<file path="config.mk">
export PLATFORM = sky130hd
export DESIGN_NAME = uds_multiread
export DESIGN_NICKNAME = d
export VERILOG_FILES = /design/src/rtl/uds_multiread.sv
export SDC_FILE = /design/constraint.sdc
export NUM_CORES = 1
export LEC_CHECK = 0
export ABC_AREA = 1
export BUFFER_PORTS_ARGS = -buffer_cell sky130_fd_sc_hd__buf_2
export CAP_MARGIN = 40
export CELL_PAD_IN_SITES_DETAIL_PLACEMENT = 1
export CELL_PAD_IN_SITES_GLOBAL_PLACEMENT = 2
export CORE_MARGIN = 1
export CORE_UTILIZATION = 26
export CTS_CLUSTER_SIZE = 8
export DETAILED_ROUTE_END_ITERATION = 16
export GPL_TIMING_DRIVEN = 0
export HOLD_SLACK_MARGIN = 0.08
export PLACE_DENSITY = 0.88
export SLEW_MARGIN = 10
export SYNTH_ARGS = -nofsm -noshare
export SYNTH_HDL_FRONTEND = slang
export SYNTH_SLANG_ARGS = --single-unit
export TNS_END_PERCENT = 10
</file>
<file path="constraint.sdc">
create_clock -name clk -period 2.55 [get_ports clk]
set_input_delay 0.1275 -clock clk [delete_from_list [all_inputs] [get_ports clk]]
set_output_delay 0.1275 -clock clk [all_outputs]
set_load 0.01 [all_outputs]
</file>
<file path="src/rtl/uds_multiread.sv">
// Read port for the unique-device secret ROM: per-word read budget, fixed-latency
// ROM fetch, registered one-cycle ready pulse and an all-words-spent flag.
module uds_multiread #(
    parameter int WORDS      = 8,
    parameter int ADDR_W     = 3,
    parameter int DATA_W     = 32,
    parameter int READ_LIMIT = 1,
    parameter int RD_LATENCY = 1
) (
    input  logic              clk,
    input  logic              reset,
    input  logic              cs,
    input  logic              en,
    input  logic [ADDR_W-1:0] address,
    output logic [DATA_W-1:0] read_data,
    output logic              ready,
    output logic              busy,
    output logic              all_read,
    output logic              rom_re,
    output logic [ADDR_W-1:0] rom_addr,
    input  logic [DATA_W-1:0] rom_data
);

    localparam int               CNT_W   = $clog2(READ_LIMIT + 1);
    localparam logic [CNT_W-1:0] LIMIT   = CNT_W'(READ_LIMIT);
    localparam int               SLOTS   = 2 ** ADDR_W;
    localparam logic [3:0]       LAT_LD  = 4'(RD_LATENCY);

    typedef enum logic [1:0] {IDLE, FETCH, DENY} state_t;

    state_t            state, state_nxt;
    logic [3:0]        lat, lat_nxt;
    logic [CNT_W-1:0]  cnt     [SLOTS];
    logic [CNT_W-1:0]  cnt_nxt [SLOTS];
    logic              ready_q, ready_nxt;
    logic [DATA_W-1:0] data_q, data_nxt;
    logic              all_q, all_nxt;
    logic              in_range, allowed, grant;

    assign in_range = {1'b0, address} < (ADDR_W + 1)'(WORDS);
    assign allowed  = cnt[address] < LIMIT;
    assign grant    = cs && en && in_range && allowed;

    // FETCH keeps the FSM out of IDLE through the ready cycle (lat==0), so a
    // request arriving alongside ready is dropped.
    always_comb begin
        state_nxt = state;
        lat_nxt   = lat;
        ready_nxt = 1'b0;
        data_nxt  = '0;
        rom_re    = 1'b0;
        rom_addr  = '0;
        busy      = 1'b0;
        cnt_nxt   = cnt;
        case (state)
            IDLE: begin
                if (grant) begin
                    rom_re           = 1'b1;
                    rom_addr         = address;
                    cnt_nxt[address] = cnt[address] + 1'b1;
                    lat_nxt          = LAT_LD;
                    state_nxt        = FETCH;
                end else if (cs) begin
                    ready_nxt = 1'b1;
                    state_nxt = DENY;
                end
            end
            FETCH: begin
                if (lat != 4'd0) begin
                    busy    = 1'b1;
                    lat_nxt = lat - 4'd1;
                    if (lat == 4'd1) begin
                        ready_nxt = 1'b1;
                        data_nxt  = rom_data;
                    end
                end else begin
                    state_nxt = IDLE;
                end
            end
            DENY:    state_nxt = IDLE;
            default: state_nxt = IDLE;
        endcase
    end

    always_comb begin
        all_nxt = 1'b1;
        for (int unsigned i = 0; i < WORDS; i++) begin
            if (cnt_nxt[i] != LIMIT) all_nxt = 1'b0;
        end
    end

    always_ff @(posedge clk) begin
        if (reset) begin
            state   <= IDLE;
            lat     <= '0;
            ready_q <= 1'b0;
            data_q  <= '0;
            all_q   <= 1'b0;
            for (int unsigned i = 0; i < SLOTS; i++) cnt[i] <= '0;
        end else begin
            state   <= state_nxt;
            lat     <= lat_nxt;
            ready_q <= ready_nxt;
            data_q  <= data_nxt;
            all_q   <= all_nxt;
            cnt     <= cnt_nxt;
        end
    end

    assign ready     = ready_q;
    assign read_data = data_q;
    assign all_read  = all_q;

endmodule

</file>
[After elaboration in Yosys (flattened, before gate mapping)]
Index checks and enable logic that the tools add are counted.
Cells by class
  add/subtract/negate cells: 2
  multipliers: 0
  div/mod/pow operators: 0
  magnitude comparators: 3
  eq/ne operators: 6
  shift-type cells: 0
  multiplexer cells: 27
  bitwise operators: 11
  reductions and logical operators: 10
Operators by type and width (count)
  8-bit two-way mux: 2
  1-bit two-way mux: 12
  1-bit NOT: 10
  8-bit bitwise mux: 1
  4-bit two-way mux: 2
  4-bit case mux with 2 select lines: 1
  8-bit OR reduction: 1
  2-bit two-way mux: 3
  3-bit two-way mux: 2
  2-bit != test (second input constant): 3
  4-bit by 1-bit == test with 1-bit output (second input constant): 1
  4-bit greater-or-equal comparator (second input constant): 1
  4-bit by 1-bit < comparator with 1-bit output (second input constant): 1
  3-bit NOT with 4-bit output: 1
  2-bit case mux with 2 select lines: 1
  4-bit nonzero test: 1
  4-bit OR reduction: 1
  4-bit by 1-bit subtractor with 4-bit output (second input constant): 1
  1-bit binary-select mux with 3-bit select: 1
  1-bit demux with 3-bit select: 1
  1-bit logical AND: 3
  3-bit != test (second input constant): 1
  3-bit AND reduction: 1
  2-bit by 1-bit == test with 1-bit output (second input constant): 1
  other kinds (6): 6
Word-level totals
  register bits after elaboration: 48
  latch bits: 0
  RAM bits: 0
  memory bits (read-only): 0
  bits of input ports: 39
  logic and storage cells: 72
  memories: 0

[Logic depth before layout (Yosys ltp)]
Gate-level depths: netlist of the first run.
  depth after elaboration: 10
  gate-level depth with buffers: 12

[Least setup slack after synthesis of the first run]
No wires, ideal clock.
  path type: register -> register
  from: register lat[0]
  to: register ready_q (netlist: ready)
  library setup time: 0.136 ns
  data arrival time: 1.364 ns
  required time: 2.414 ns
  setup slack: 1.050 ns
  cell stages (with the launch flop): 9
  buffers on the path: 1
  path through: dfxtp_1 > inv_1 > ha_1 > nand2_1 > nand2_1 > inv_1 > nand4_1 > clkbuf_1 > o31ai_1
On the way
  cells in the longest elaborated chain, start to end: 4
RTL lines
  from (decl): line 32  | logic [3:0] lat, lat_nxt;
  from (signal assigned): line 102  | lat <= lat_nxt;
  4-bit by 1-bit == test with 1-bit output: line 72  | if (lat == 4'd1) begin
  1-bit two-way mux: line 72
  1-bit two-way mux (*): line 69  | if (lat != 4'd0) begin
  1-bit case mux with 2 select lines (*): line 55  | case (state)
  to (signal assigned): line 103  | ready_q <= ready_nxt;
  to (decl): line 35  | logic ready_q, ready_nxt;
Mark *: on every way between the ends. The rest lies on a longest branch, timed or not.
A chain may end at the register's enable or synchronous reset.

[Final worst setup path of the first run]
  from: input cs
  to: output rom_addr[0]
On the way
  cells in the longest elaborated chain, start to end: 4
RTL lines
  from (decl): line 12  | input logic cs,
  1-bit logical AND (2 in a row): line 42  | assign grant = cs && en && in_range && allowed;
  3-bit two-way mux: line 57  | if (grant) begin
  3-bit two-way mux: line 55
  to (decl): line 20  | output logic [ADDR_W-1:0] rom_addr,
Every way passes these cells.

==> results of run 1 <==
[worst paths after layout]
kind | from | slack [ns] | end | cells after the start
min | reset | 0.19 | lat[3] | 4
min reg2reg | cnt[6] | 0.48 | cnt[6] | 2
max reg2reg | lat[0] | 0.79 | ready | 8
max | cs | 0.73 | rom_addr[0] | 11
[per-stage QoR]
stage	power (mW)	instance area [um^2]	instances
2_1_floorplan	0.8620	1784	231
3_3_place_gp	0.9128	2261	384
3_5_place_dp	0.9189	2261	384
4_1_cts	1.553	2713	425
5_1_grt	1.602	2713	425
6_report	1.532	2713	425
[power breakdown]
part / switching, mW / total, mW / leakage (nW) / internal [mW]
logic: 0.0900 / 0.177 / 1.06 / 0.0869
clock network: 0.265 / 0.586 / 0.0614 / 0.321
registers: 0.00769 / 0.768 / 0.388 / 0.761
[sequential cells by signal (all words and copies together) (netlist names)]
register	cells
state	2
read_data	32
all_read	1
lat	4
cnt	8
ready	1
[area by class of cell]
type                            instances  share of cell area
Inverter                               57             0.07887
Timing Repair Buffer                  109              0.2620
Clock inverter                          2             0.01430
Multi-Input combinational cell        120              0.2108
Buffer                                  6             0.01384
Sequential cell                        48              0.3542
Clock buffer                            6             0.03044
Tap cell                               77             0.03552
[cell families (layout without fill, tap and decap cells)]
group                      Yosys count  after routing
and+or+nand+nor                    105            105
buffers and inverters               63            180
DFF                                 48             48
AOI/OAI and AO/OA                   13             13
adders and majority gates            2              2
[routing by layer]
layer | routed length (um) | global-route usage | share of wire
met1 | 2321 | 0.1736 | 0.42
met3 | 432 | 0.06128 | 0.078
met5 | 0 | 0 | 0
met4 | 57 | 0.04006 | 0.010
met2 | 2715 | 0.3038 | 0.49
[critical path, cell delays in order]
cell	delay (ns)
dlygate4sd3_1	0.53
buf_2	0.11
nand2_1	0.05
inv_1	0.06
nand2_2	0.06
nor2_4	0.25
nand3_4	0.17
inv_2	0.10
nand2_2	0.05
inv_1	0.05
buf_2	0.12
[cell usage after synthesis, drive strengths merged]
| master | n | area share |
|---|---|---|
| a21oi | 8 | 0.022 |
| a31oi | 1 | 0.0035 |
| and2 | 1 | 0.0035 |
| buf | 2 | 0.013 |
| clkbuf | 4 | 0.0084 |
| dfxtp | 48 | 0.54 |
| ha | 2 | 0.014 |
| inv | 57 | 0.12 |
| nand2 | 28 | 0.062 |
| nand3 | 7 | 0.027 |
| nand4 | 11 | 0.039 |
| nor2 | 53 | 0.12 |
| nor3 | 5 | 0.014 |
| o211ai | 1 | 0.0042 |
| o21ai | 1 | 0.0028 |
| o22ai | 1 | 0.0035 |
| o31ai | 1 | 0.0042 |
[layout by cell type, fill, tap and decap left out, drive strengths merged]
cell	instances
buf	78
inv	57
nor2	53
dfxtp	48
dlygate4sd3	33
nand2	28
nand4	11
clkbuf	10
a21oi	8
nand3	7
nor3	5
ha	2
o21ai	1
o31ai	1
o22ai	1
and2	1
o211ai	1
a31oi	1
bufinv	1
clkinv	1
[what timing repair did]
action | CTS | global route
hold buffers | 33 | 0
endpoints found under the setup margin | 0 | 0
endpoints found under the hold margin | 33 | 0
==> metrics, run 1 <==
status finished, violations left; failing checks DRC; # port buffers 76; CP max FO 9; Post-Syn Area per Cell 7.724 um^2; Worst-Margin Slew 0.5407 ns; unrepaired setup endpoints after global routing no; vias in the first global route 2036; Layout area overhead 52.03%; Die Wd 84.84 um; compound-cell area share of the yosys netlist 0.04067; Slew headroom 0.6395; # fillers 813; power density over cell area 564.7 mW/mm^2; Hold Crit Class primary input to flop; nets 388; area of the multi-input gates 571.8 um^2; CTS Buf Count 5; Cells after Synth 231; Clock transition at path regs 0.09 ns; hpwl dp 3397 um; CP endpoint kind output pin; GPL Wtd Cong 0.7520; syn nets 272; fin util 0.4176; vias per cell 4.334; Worst setup SP type primary input; Post-CTS Setup Bufs 0; global route total overflow 0; Yosys cell types 22; final hold violations 0; post-synthesis xor/xnor area fraction 0; Synth Area in Adders 0.01403; share of layout cells above drive strength 1 0.2701; Antenna Cells 0; largest net degree at the start of global routing 16; Pre-Repair DR Iteration Count 12; post-synthesis sequential area ratio 0.5386; routed wire length 5527 um; largest family of logic cells by synthesized area simple AND/OR/NAND/NOR gates; final setup vio count 0; warnings from Yosys 0; Via Count 1842; Fmax achieved 550.2 MHz; core area 0.006495 mm^2; setup ws final 0.7325 ns; Post-CTS Resized 0; Cell Area, Synth 0.001784 mm^2; Avg WL per Cell 13.00 um; CP Data Arrival Time 1.69 ns; WP data required 2.42 ns; hold slack 0.1942 ns; P_leak 1.508 nW; pre-CTS setup slack 0.7559 ns; IO Count 78; first-pass GRT wire length 9232 um; FP Rows 29; Root Driver clkbuf_8; GRT Util Overall 0.1631; worst-case clock buffer depth 2; Clock Latency Late Sink 0.30 ns; post-route DRC violation count 1; Final Cycle Share 0.7128; die area 0.007198 mm^2; Slew Limit Fails 0; Final ANT Viol Nets 0; antenna violations before repair 0; CP Class primary input to output pin; CTS Sinks 48; Setup TNS 0 ns; initial DRC count 36; starting density of the core 0.2747; Synth Register Bits 48; Reg area 960.9 um^2; IR drop worst, VDD 0.0003249 V; Tmin final 1.818 ns; clock skew 0.008443 ns; Max-Cap Viols 0; die height 84.84 um; CTS tree done; post-synthesis mux area share 0; CTS H-Tree Depth 2; Post-Synth Simple-Gate Area 0.2658
Power figures use the tool's default switching activity.
==> run 2, diff against run 1 <==
--- a/config.mk
+++ b/config.mk
@@ -11,12 +11,12 @@
 export CELL_PAD_IN_SITES_DETAIL_PLACEMENT = 1
 export CELL_PAD_IN_SITES_GLOBAL_PLACEMENT = 2
 export CORE_MARGIN = 1
-export CORE_UTILIZATION = 26
+export CORE_UTILIZATION = 24
 export CTS_CLUSTER_SIZE = 8
 export DETAILED_ROUTE_END_ITERATION = 16
 export GPL_TIMING_DRIVEN = 0
 export HOLD_SLACK_MARGIN = 0.08
-export PLACE_DENSITY = 0.88
+export PLACE_DENSITY = 0.82
 export SLEW_MARGIN = 10
 export SYNTH_ARGS = -nofsm -noshare
 export SYNTH_HDL_FRONTEND = slang
==> constraint.sdc (replaced) <==
create_clock -name clk -period 1.74 [get_ports clk]
set_input_delay 0.087 -clock clk [delete_from_list [all_inputs] [get_ports clk]]
set_output_delay 0.087 -clock clk [all_outputs]
set_load 0.01 [all_outputs]
==> metrics, run 2 (same netlist as run 1, synthesis figures left out) <==
status finished clean; Reg area 962.2 um^2; die height 88.22 um; # fillers 932; register-to-register setup slack 0.20 ns; Pre-Repair DR Iteration Count 3; hold slack 0.1294 ns; CP endpoint kind output pin; final setup vio count 0; Tmin final 1.610 ns; CTS H-Tree Depth 2; FF-to-FF Start lat[0]; setup ws final 0.1305 ns; R2R Path End ready; unrepaired setup endpoints after global routing yes; crit-path max cell delay 0.31 ns; Clock Latency Late Sink 0.31 ns; starting density of the core 0.2473; fin util 0.3822; core area 0.007214 mm^2; die area 0.007783 mm^2; Slew headroom 0.6710; first-pass GRT wire length 8369 um; CTS tree done; antenna violations before repair 0; vias per cell 4.042; Worst-Margin Slew 0.4935 ns; pre-CTS setup slack -0.08804 ns; WP data required 1.65 ns; Max-Cap Viols 0; Setup TNS 0 ns; Final ANT Viol Nets 0; most frequent cells in the layout 76 x buf_2, 54 x inv_1, 50 x nor2_1; hpwl dp 3258 um; Via Count 1819; Layout area overhead 54.56%; crit path max-delay cell type dfxtp_1; FP Rows 31; GRT Util Overall 0.1395; Die Wd 88.22 um; Root Driver clkbuf_8; P_leak 1.525 nW; CP Class flop to output pin; power density over cell area 767.5 mW/mm^2; largest net degree at the start of global routing 17; CP Data Arrival Time 1.52 ns; clock skew 0.01167 ns; CTS Buf Count 5; post-route DRC violation count 0; IO Count 78; nets 391; worst hold start reset; Clock transition at path regs 0.09 ns; routed wire length 5084 um; hold path depth 4; Fmax achieved 621.3 MHz; CTS Sinks 48; Reg2Reg Depth 9; vias in the first global route 1921; Avg WL per Cell 11.30 um; hold endpoint lat[2]; Slew Limit Fails 0; max reg flops 32; Worst setup SP type flop; CP max FO 9; # port buffers 76; global route total overflow 0; Final Cycle Share 0.9250; Power, Total 2.117 mW; Hold Crit Class primary input to flop; critical path, cell by cell inv_1 -> nand2_1 -> nand2_1 -> nor2_1 -> nor2_4 -> nand3_4 -> inv_2 -> nand2_2 -> inv_1 -> buf_2; IR drop worst, VDD 0.0003111 V; final hold violations 0; Antenna Cells 0; share of layout cells above drive strength 1 0.2906; area of the multi-input gates 571.8 um^2; GPL Wtd Cong 0.7045; worst-case clock buffer depth 2; initial DRC count 33; commonest non-fill, non-tap cell in the layout buf_2
[run 2: cell types whose count changed in the layout (fill, tap and decap cells not counted)]
| cell | before | now |
|---|---|---|
| clkbuf_1 | 4 | 1 |
| inv_2 | 2 | 3 |
| bufinv_16 | 1 | 0 |
| dfxtp_1 | 48 | 47 |
| buf_4 | 0 | 5 |
| inv_6 | 0 | 2 |
| dfxtp_2 | 0 | 1 |
| buf_6 | 2 | 3 |
| clkinv_4 | 1 | 0 |
| inv_1 | 55 | 54 |
[run 2: worst max-delay path by stage]
stage / startpoint / endpoint / slack, ns
detailed placement: lat[0] / ready / -0.09
finish: cnt[0] / rom_addr[0] / 0.13
global placement: lat[0] / ready / -0.06
global route: cnt[0] / rom_addr[0] / -0.004
CTS: lat[0] / read_data[20] / -0.03
floorplan: lat[0] / ready / 0.24
[run 2: timing repair]
item | CTS | global route
setup buffers | 0 | 3
resized for setup | 2 | 14
hold buffers | 33 | 0
pin swaps | 0 | 3
hold endpoints to repair | 34 | 0
endpoints found under the setup margin | 30 | 34
[run 2: where the power goes]
part / leakage, nW / total [mW] / switching, mW / internal (mW)
registers: 0.388 / 1.13 / 0.0108 / 1.12
logic: 1.09 / 0.256 / 0.126 / 0.130
clock network: 0.0522 / 0.734 / 0.401 / 0.333
[run 2: per-stage QoR]
stage               std cells  instance area [um^2]
finish                    450                  2758
global placement          406                  2288
floorplan                 231                  1784
CTS                       447                  2723
detailed placement        406                  2288
global route              450                  2758
[run 2: final cells by class]
cell class / instances / area share
flip-flops and latches: 48 / 0.3489
plain buffers: 6 / 0.01906
well taps: 99 / 0.04492
clock inverters: 2 / 0.006352
inverters: 57 / 0.07759
multi-input cells: 120 / 0.2074
repair buffers: 112 / 0.2659
clock buffers: 6 / 0.02995
[run 2: metal layers]
layer,global-route usage,share of wire,vias up,wire [um]
li1,-,-,924,-
met1,0.1541,0.42,831,2140
met2,0.2476,0.49,57,2495
met3,0.04664,0.074,7,377
met4,0.05279,0.014,0,71
met5,0,0,-,0
[run 2: worst max-delay path, delay by kind of cell (launching register included)]
family | cells | cell delay [ns]
buffers and inverters | 4 | 0.32
flip-flops | 1 | 0.31
AND/OR/NAND/NOR | 6 | 0.60
==> run 3, diff against run 2 <==
--- a/config.mk
+++ b/config.mk
@@ -5,13 +5,12 @@
 export SDC_FILE = /design/constraint.sdc
 export NUM_CORES = 1
 export LEC_CHECK = 0
-export ABC_AREA = 1
 export BUFFER_PORTS_ARGS = -buffer_cell sky130_fd_sc_hd__buf_2
 export CAP_MARGIN = 40
 export CELL_PAD_IN_SITES_DETAIL_PLACEMENT = 1
 export CELL_PAD_IN_SITES_GLOBAL_PLACEMENT = 2
 export CORE_MARGIN = 1
-export CORE_UTILIZATION = 24
+export CORE_UTILIZATION = 26
 export CTS_CLUSTER_SIZE = 8
 export DETAILED_ROUTE_END_ITERATION = 16
 export GPL_TIMING_DRIVEN = 0
==> metrics, run 3 <==
status finished, violations left; failing checks setup timing; post-synth top area share 0.5635; Worst-Margin Slew 0.5084 ns; warnings from Yosys 0; power density over cell area 717.3 mW/mm^2; GPL Wtd Cong 0.7582; Reg2Reg Depth 10; Max-Cap Viols 0; Slew headroom 0.6611; antenna violations before repair 0; Via Count 1618; Synth Flop Type dfxtp_1; commonest non-fill, non-tap cell in the layout buf_2; CP Data Arrival Time 1.94 ns; syn nets 205; Fmax achieved 493.0 MHz; wire length on met1 1919 um; Area contributors post-synth dfxtp_1 56%, and2_1 13%, nor2_1 2.9%; CP endpoint kind output pin; Final ANT Viol Nets 0; WL met3 180 um; hold slack 0.1032 ns; unrepaired setup endpoints after global routing yes; critical path, cell by cell mux2_4 -> a222oi_1 -> and3_1 -> buf_8 -> and2_4 -> buf_6; Power, Total 2.041 mW; number of flops mapped to enable cells by yosys 0; CTS Buf Count 5; routed wire length 4790 um; CTS Sinks 48; IR drop worst, VDD 0.0004203 V; nets 336; Root Driver clkbuf_8; # port buffers 76; Final Cycle Share 1.166; IO Count 78; Clock Latency Late Sink 0.30 ns; Reg area 969.7 um^2; hold path depth 2; initial DRC count 51; global route total overflow 0; post-route DRC violation count 0; largest net degree at the start of global routing 15; Yosys cell types 36; vias per cell 4.349; Cell Area, Synth 0.001705 mm^2; final setup vio count 13; Synth Register Bits 48; die height 82.99 um; P_leak 1.357 nW; final hold violations 0; Worst setup SP type flop; placed cells 317; # fillers 724; setup ws final -0.2882 ns; Antenna Cells 0; hpwl dp 3029 um; Post-Layout Cell Count 372; area of the multi-input gates 710.7 um^2; Tmin final 2.028 ns; Cells after Synth 164; Synth area leader dfxtp_1; most frequent cells in the layout 76 x buf_2, 41 x dfxtp_1, 34 x dlygate4sd3_1; Post-synth ARST share 0; register-to-register setup slack -0.26 ns; Post-Syn Area per Cell 10.40 um^2; Layout area overhead 66.84%; CP max FO 5; core area 0.006350 mm^2; CTS H-Tree Depth 2; CP Class flop to output pin; vias in the first global route 1701; pre-CTS setup slack -0.2041 ns; Top Layer Used met4; starting density of the core 0.2686; first-pass GRT wire length 8045 um; GRT Util Overall 0.1472; crit-path max cell delay 0.42 ns; most frequent cells after synthesis 48 x dfxtp_1, 36 x and2_1, 13 x nor2_1; Avg WL per Cell 12.88 um; Die Wd 82.99 um; WP data required 1.65 ns; worst-case clock buffer depth 2; post-synthesis sequential area ratio 0.5635; clock skew 0.003570 ns; Clock transition at path regs 0.09 ns; FP Rows 29; CTS tree done; Pre-Repair DR Iteration Count 4; most numerous cell in the Yosys netlist dfxtp_1; max reg flops 32; Hold Crit Class primary input to flop; crit path max-delay cell type a222oi_1; Slew Limit Fails 0; DR WL met2 2631 um; die area 0.006887 mm^2; share of layout cells above drive strength 1 0.4271
==> run 3: cell types whose count changed after synthesis, moves of 4 or more <==
cell and change:
a21oi_1 -5, a31oi_1 +4, and2_1 +35, inv_1 -49
mux2_2 +4, nand2_1 -22, nand3_1 -5, nand4_1 -10
nor2_1 -37
==> run 3: path summary, 6_finish.rpt <==
kind               start          end
hold reg to reg   cnt[1]       cnt[1]
setup / recovery  cnt[3]  rom_addr[2]
hold / removal     reset     state[1]
setup reg to reg  cnt[3]        ready
==> run 3: final cells by class <==
| cell class | instances | area share |
|---|---|---|
| flip-flops and latches | 48 | 0.3408 |
| repair buffers | 125 | 0.3153 |
| multi-input cells | 101 | 0.2498 |
| well taps | 77 | 0.03386 |
| clock buffers | 6 | 0.02902 |
| plain buffers | 8 | 0.02023 |
| inverters | 6 | 0.007916 |
| clock inverters | 1 | 0.003078 |
==> run 3: cell families (layout without fill, tap and decap cells) <==
kind of cell,count (synthesis),after routing,synth area share
simple gates,72,72,0.2399
flops,48,48,0.5635
compound gates,19,19,0.08291
buf+inv,15,146,0.04768
mux,6,6,0.04108
fa+ha+maj,2,2,0.01467
xor+xnor,2,2,0.01027
==> run 3: per-layer routing <==
metal  global-route usage  vias to the layer above
met4              0.05172                        0
met5                    0                        -
met2               0.2869                       40
li1                     -                      803
met1               0.1548                      771
met3              0.02883                        4
==> run 3: timing repair <==
action | 4_1_cts | 5_1_grt
endpoints found under the setup margin | 39 | 47
buffers inserted | 13 | 2
hold endpoints to repair | 33 | 0
hold buffers | 34 | 0
gates resized for setup | 25 | 11
pin swaps | 7 | 2
==> run 3: worst max-delay path, delay by kind of cell (launching register included) <==
family | cells | cell delay (ns)
AOI/OAI and AO/OA | 1 | 0.42
muxes | 1 | 0.26
and+or+nand+nor | 2 | 0.41
buffers and inverters | 2 | 0.22
DFF | 1 | 0.33
==> run 3: power by group <==
group	leakage, nW	switching (mW)	internal, mW
sequential	0.391	0.00798	1.11
combinational	0.919	0.0906	0.151
clock	0.0473	0.365	0.317
==> run 3: through the flow <==
stage                     area, um^2  TNS, ns  utilization
final                           2845   -2.295       0.4481
after global placement          2186   -4.896       0.3442
after CTS                       2805   -2.103       0.4418
after floorplan                 1709        0            -
after global routing            2845   -3.943       0.4481
after detailed placement        2186   -5.409       0.3442
